===== src/rtl/rng_arbiter.sv =====
// Round-robin arbiter sharing one pulse-stepped LFSR generator between NUM_REQ requesters.
// Each grant steps the generator once, captures the clamped value and returns it with a valid/ack pulse.
module rng_arbiter #(
    parameter int unsigned NUM_REQ = 4,
    parameter int unsigned WIDTH   = 32,
    parameter int unsigned CNT_W   = 16,
    localparam int unsigned ID_W   = $clog2(NUM_REQ)
) (
    input  logic                     clk_i,
    input  logic                     reset_i,
    input  logic [NUM_REQ-1:0]       req_i,
    input  logic [NUM_REQ*WIDTH-1:0] req_max_i,
    output logic                     rng_enable_o,
    output logic [WIDTH-1:0]         rng_max_o,
    input  logic [WIDTH-1:0]         rng_value_i,
    output logic [NUM_REQ-1:0]       ack_o,
    output logic                     rsp_valid_o,
    output logic [ID_W-1:0]          rsp_id_o,
    output logic [WIDTH-1:0]         rsp_data_o,
    output logic                     busy_o,
    output logic [CNT_W-1:0]         draw_count_o
);

    typedef enum logic [1:0] {
        IDLE    = 2'd0,
        PULSE   = 2'd1,
        SETTLE  = 2'd2,
        DELIVER = 2'd3
    } state_e;

    state_e             state_q;
    logic [ID_W-1:0]    ptr_q;
    logic [ID_W-1:0]    gnt_q;
    logic               rng_enable_q;
    logic [WIDTH-1:0]   rng_max_q;
    logic [NUM_REQ-1:0] ack_q;
    logic               rsp_valid_q;
    logic [ID_W-1:0]    rsp_id_q;
    logic [WIDTH-1:0]   rsp_data_q;
    logic               busy_q;
    logic [CNT_W-1:0]   draw_count_q;

    logic               pick_valid;
    logic [ID_W-1:0]    pick_id;
    logic [ID_W-1:0]    cand;
    logic [WIDTH-1:0]   pick_max;

    // First pending request at or above the rr pointer, wrapping at NUM_REQ-1.
    always_comb begin
        pick_valid = 1'b0;
        pick_id    = '0;
        cand       = '0;
        for (int unsigned k = 0; k < NUM_REQ; k++) begin
            cand = ID_W'((32'(ptr_q) + k) % NUM_REQ);
            if (!pick_valid && req_i[cand]) begin
                pick_valid = 1'b1;
                pick_id    = cand;
            end
        end
    end

    always_comb begin
        pick_max = '0;
        for (int unsigned i = 0; i < NUM_REQ; i++) begin
            if (ID_W'(i) == pick_id) begin
                pick_max = req_max_i[i*WIDTH +: WIDTH];
            end
        end
    end

    // SETTLE keeps enable low one cycle so the generator's edge detector re-arms.
    always_ff @(posedge clk_i or posedge reset_i) begin
        if (reset_i) begin
            state_q      <= IDLE;
            ptr_q        <= '0;
            gnt_q        <= '0;
            rng_enable_q <= 1'b0;
            rng_max_q    <= '0;
            ack_q        <= '0;
            rsp_valid_q  <= 1'b0;
            rsp_id_q     <= '0;
            rsp_data_q   <= '0;
            busy_q       <= 1'b0;
            draw_count_q <= '0;
        end else begin
            rng_enable_q <= 1'b0;
            rsp_valid_q  <= 1'b0;
            ack_q        <= '0;
            case (state_q)
                IDLE: begin
                    if (pick_valid) begin
                        gnt_q        <= pick_id;
                        rng_max_q    <= pick_max;
                        rng_enable_q <= 1'b1;
                        busy_q       <= 1'b1;
                        state_q      <= PULSE;
                    end
                end
                PULSE: begin
                    state_q <= SETTLE;
                end
                SETTLE: begin
                    rsp_data_q   <= rng_value_i;
                    rsp_valid_q  <= 1'b1;
                    ack_q        <= NUM_REQ'(1) << gnt_q;
                    rsp_id_q     <= gnt_q;
                    draw_count_q <= draw_count_q + CNT_W'(1);
                    state_q      <= DELIVER;
                end
                DELIVER: begin
                    ptr_q   <= (gnt_q == ID_W'(NUM_REQ - 1)) ? '0 : gnt_q + ID_W'(1);
                    busy_q  <= 1'b0;
                    state_q <= IDLE;
                end
                default: begin
                    state_q <= IDLE;
                end
            endcase
        end
    end

    assign rng_enable_o = rng_enable_q;
    assign rng_max_o    = rng_max_q;
    assign ack_o        = ack_q;
    assign rsp_valid_o  = rsp_valid_q;
    assign rsp_id_o     = rsp_id_q;
    assign rsp_data_o   = rsp_data_q;
    assign busy_o       = busy_q;
    assign draw_count_o = draw_count_q;

endmodule


===== config.mk =====
export PLATFORM = sky130hd
export DESIGN_NAME = rng_arbiter
export DESIGN_NICKNAME = d
export VERILOG_FILES = /design/src/rtl/rng_arbiter.sv
export SDC_FILE = /design/constraint.sdc
export NUM_CORES = 1
export LEC_CHECK = 0
export CAP_MARGIN = 15
export CELL_PAD_IN_SITES_DETAIL_PLACEMENT = 1
export CELL_PAD_IN_SITES_GLOBAL_PLACEMENT = 2
export CORE_UTILIZATION = 23
export DETAILED_ROUTE_END_ITERATION = 6
export PLACE_DENSITY_LB_ADDON = 0.1
export SLEW_MARGIN = 20
export SYNTH_ARGS = -nofsm -noshare
export SYNTH_HDL_FRONTEND = slang
export SYNTH_SLANG_ARGS = --single-unit
export TNS_END_PERCENT = 20

===== constraint.sdc =====
create_clock -name clk_i -period 4 [get_ports clk_i]
set_clock_uncertainty 0.1 [all_clocks]
set_input_delay 0.8 -clock clk_i [delete_from_list [all_inputs] [get_ports clk_i]]
set_output_delay 0.8 -clock clk_i [all_outputs]
set_load 0.05 [all_outputs]

==> key figures <==
Route
  – Top sig layer: met4
  – Detailed Route WL: 16600 µm
  – Vias/cell: 4.516
  – 1st-pass router iterations: 6
  – Wire per inst: 17.87 µm
  – Met3 routed WL: roughly 1600 µm
  – Drt drc: 0
  – Total number of vias: 4195
  – Drt first-iter violations: 104
  – WL met1: 6596 µm
  – Met2 WL: 8029 µm
  – Antenna Nets Post-Route: 0

Power and ir drop
  – Clock share of power: 14.4%
  – Internal Power: 3341 µW
  – Sw Ratio: a little under half
  – Net switching power: 3080 µW
  – Seq pwr share: 25.7%
  – Combinational Power Share: 59.8%
  – Leakage Power: 0.003146 µW
  – Peak supply drop: around 0.00023 V
  – PD cells: 816.8 nW/µm²

STA
  – Sum Neg Setup Slack: 0 ns
  – RSZ-0062 raised after global routing: false
  – Final setup viols: 0
  – Actual slew at the worst max-slew pin: approximately 0.78 ns
  – Slew HR: 47.89%
  – Final period utilization: approximately 74%
  – Final Hold Vio Count: 0
  – Post-route minimum period: roughly 3 ns
  – Setup ws final: 1.056 ns
  – Slew Viols, Final: 0
  – Max frequency: 0.3397 GHz

Clock tree
  – CTS tree: done
  – Worst skew pair latency: 0.35 ns
  – Root Buffer: clkbuf_16
  – Clk buf depth: 2
  – Clk slew on worst S/H paths: 0.08 ns
  – Cts hold-fix bufs: 0
  – # Post-CTS Setup Buffers: 0
  – H-tree lvl count: 3
  – Total clock sinks: 95
  – CTS Buf Count: 9
  – PostCTS Resize Cnt: 0

Global route
  – Initial antenna violation count: 2
  – GRT Util Overall: 15.85%
  – Vias in the first global route: 4427
  – GR Overflow Total: 0
  – Largest net degree at the start of global routing: 85
  – First-pass GRT wire length: around 25000 µm

Cells and area
  – Fillers: about 2100
  – Layout area overhead: 67.55%
  – Layout cell share with drive strength beyond 1: 11.03%
  – Non-Filler Instances: 929
  – Utilization after layout: 39.87%
  – Layout Nets: between 800 and 900
  – Final Cell Area: a little under 8000 µm²

Logic synthesis
  – Post-synth cell types: 37
  – Syn Inst Count: 410
  – Syn_nets: ~590
  – #FFs+latches synth: 95
  – Syn avg cell area: between 10 and 15 µm²
  – Seq/Total Area, Yosys: 50.67%
  – Synthesis Warnings: 0
  – Syn Std Cell Area: 4692 µm²

Setup path
  – Worst r2r src: state_q[0]$_DFFE_PP0P_
  – CP max stage delay: 0.70 ns
  – Crit path max-delay family: buffers and inverters
  – Type of origin of the critical path: input pin
  – Setup Crit Path Kind: input pin to flip-flop
  – Crit Path Max Fanout: 17
  – Slowest cell on the critical path: nor4_1
  – Setup crit end kind: flip-flop
  – Buf+Inv Stages, Crit Path: 2
  – Crit path DAT: 3.10 ns
  – Setup crit start: req_i[0]
  – Cells along the critical path: clkdlybuf4s50_1 -> nor4_1 -> nor2b_4 -> o21ai_2 -> buf_4 -> a221oi_1 -> a211oi_1
  – Worst EP required: 4.15 ns

Placed design
  – Hpwl dp: 12680 µm
  – Placed instance count: 911
  – Placed cell areas: ~7500 µm²
  – GP Congestion: 0.7328
  – PortBufs: 254
  – Dpl ws: 0.6588 ns

Die
  – Initial core utilization: a little under a quarter
  – Die X: 144.8 µm
  – Die Footprint: approximately 21000 µm²
  – Row count: 51
  – Core ar.: 19720 µm²
  – Top Ports: 255
  – Die Y: 144.8 µm

Hold path
  – Hold Path Class: flip-flop to flip-flop
  – HP Start: draw_count_o[15]$_DFFE_PP0P_

Run
  – Max_cap viols: 0

Outcome
  – Status: completed
[worst register-to-register path, cell delays in order (launching register included)]
cell	delay [ns]
dfrtp_1	0.38
inv_1	0.12
ha_2	0.37
nand4_1	0.24
nor4_1	0.64
nand3_1	0.21
xnor2_1	0.16
[registers in the layout, summed over array words and instances, names as in the netlist]
name and flops:
rsp_id_o 2, rng_max_o 32, gnt_q 2, state_q 2, ack_o 4, rsp_data_o 32, rng_enable_o 1, rsp_valid_o 1
busy_o 1, ptr_q 2, draw_count_o 16
[cells in the final DEF, fill, tap and decap left out, drive strengths merged, types with 2 or more instances in the layout]
cell,instances
a21oi,2
o21ai,6
nand3,4
nor2,41
or3,2
mux2i,33
clkinv,2
clkbuf,10
nor2b,2
inv,12
ha,9
dfrtp,95
xor2,3
diode,2
or2,2
nor4,2
a211oi,32
and2,35
nand2,10
clkdlybuf4s50,254
buf,10
xnor2,12
nand2b,2
nor3,2
nand4,4
mux2,37
a221oi,31
[synth_stat cells, drive strengths merged]
| cell | count | area share (%) |
|---|---|---|
| and2 | 35 | 4.7 |
| a221oi | 31 | 5.8 |
| nor2 | 41 | 3.3 |
| nand4 | 4 | 0.53 |
| nand2b | 2 | 0.27 |
| nor4 | 2 | 0.27 |
| inv | 9 | 0.72 |
| nor2b | 2 | 0.27 |
| mux2 | 37 | 8.9 |
| nor3 | 2 | 0.45 |
| a21oi | 2 | 0.21 |
| a311oi | 1 | 0.19 |
| clkbuf | 12 | 0.96 |
| dfrtp | 95 | 51 |
| o31ai | 1 | 0.16 |
| buf | 16 | 2.0 |
| o21a | 1 | 0.16 |
| o21bai | 1 | 0.16 |
| and3 | 1 | 0.13 |
| nand2 | 10 | 0.80 |
| or3 | 2 | 0.27 |
| a211oi | 32 | 5.2 |
| nor3b | 1 | 0.16 |
| ha | 9 | 2.4 |
| xor2 | 3 | 0.56 |
| o21ai | 6 | 0.64 |
| xnor2 | 12 | 2.2 |
| mux2i | 33 | 7.0 |
| nand3 | 4 | 0.43 |
| o211a | 1 | 0.21 |
| or2 | 2 | 0.27 |
[layer usage]
layer	track usage, %	vias to the layer above
met5	0	-
met4	7.036	0
met3	5.594	16
met2	26.49	186
met1	18.18	2009
li1	-	1984
[power by group through the flow]
stage | Combinational (µW) | Sequential [µW] | Clock (µW)
floorplan | 1170 | 3010 | 0
global placement | 3850 | 1650 | 0
detailed placement | 3890 | 1680 | 0
CTS | 3900 | 1660 | 959
global route | 4080 | 1710 | 995
finish | 3840 | 1650 | 926
[worst paths after layout]
path	cells after the start	endpoint	slack, ns
worst max-delay path	7	rng_max_o[23]$_DFFE_PP0P_	1.06
worst min-delay path	1	draw_count_o[15]$_DFFE_PP0P_	0.37
worst max register to register	6	draw_count_o[13]$_DFFE_PP0P_	1.67
worst min register to register	1	draw_count_o[15]$_DFFE_PP0P_	0.37
max in group asynchronous	3	rng_max_o[30]$_DFFE_PP0P_	2.24
min in group asynchronous	2	rsp_data_o[1]$_DFFE_PP0P_	0.86
[final cells by class]
type	instances	area (µm²)	share of cell area [%]
Antenna cell	2	5.005	0.06366
Clock buffer	10	239.0	3.040
Clock inverter	6	76.32	0.9709
Inverter	9	38.79	0.4934
Multi-Input combinational cell	278	2163	27.52
Sequential cell	95	2377	30.24
Tap cell	265	331.6	4.218
Timing Repair Buffer	264	2630	33.46
[logic make-up after synthesis]
| family | synth area share [%] |
|---|---|
| multiplexers | 15.92 |
| adder cells (fa/ha/maj) | 2.400 |
| buffers and inverters | 3.680 |
| XOR/XNOR | 2.800 |
| flip-flops | 50.67 |
| AO/OA/AOI/OAI | 12.75 |
| AND/OR/NAND/NOR | 11.79 |
[stage by stage]
step / total power [µW] / hold WS (ns)
global route: 6792 / 0.4085
floorplan: 4175 / 0.4183
global placement: 5501 / 0.3670
CTS: 6527 / 0.3772
finish: 6421 / 0.3738
detailed placement: 5573 / 0.3630
Power figures use the tool's default switching activity.
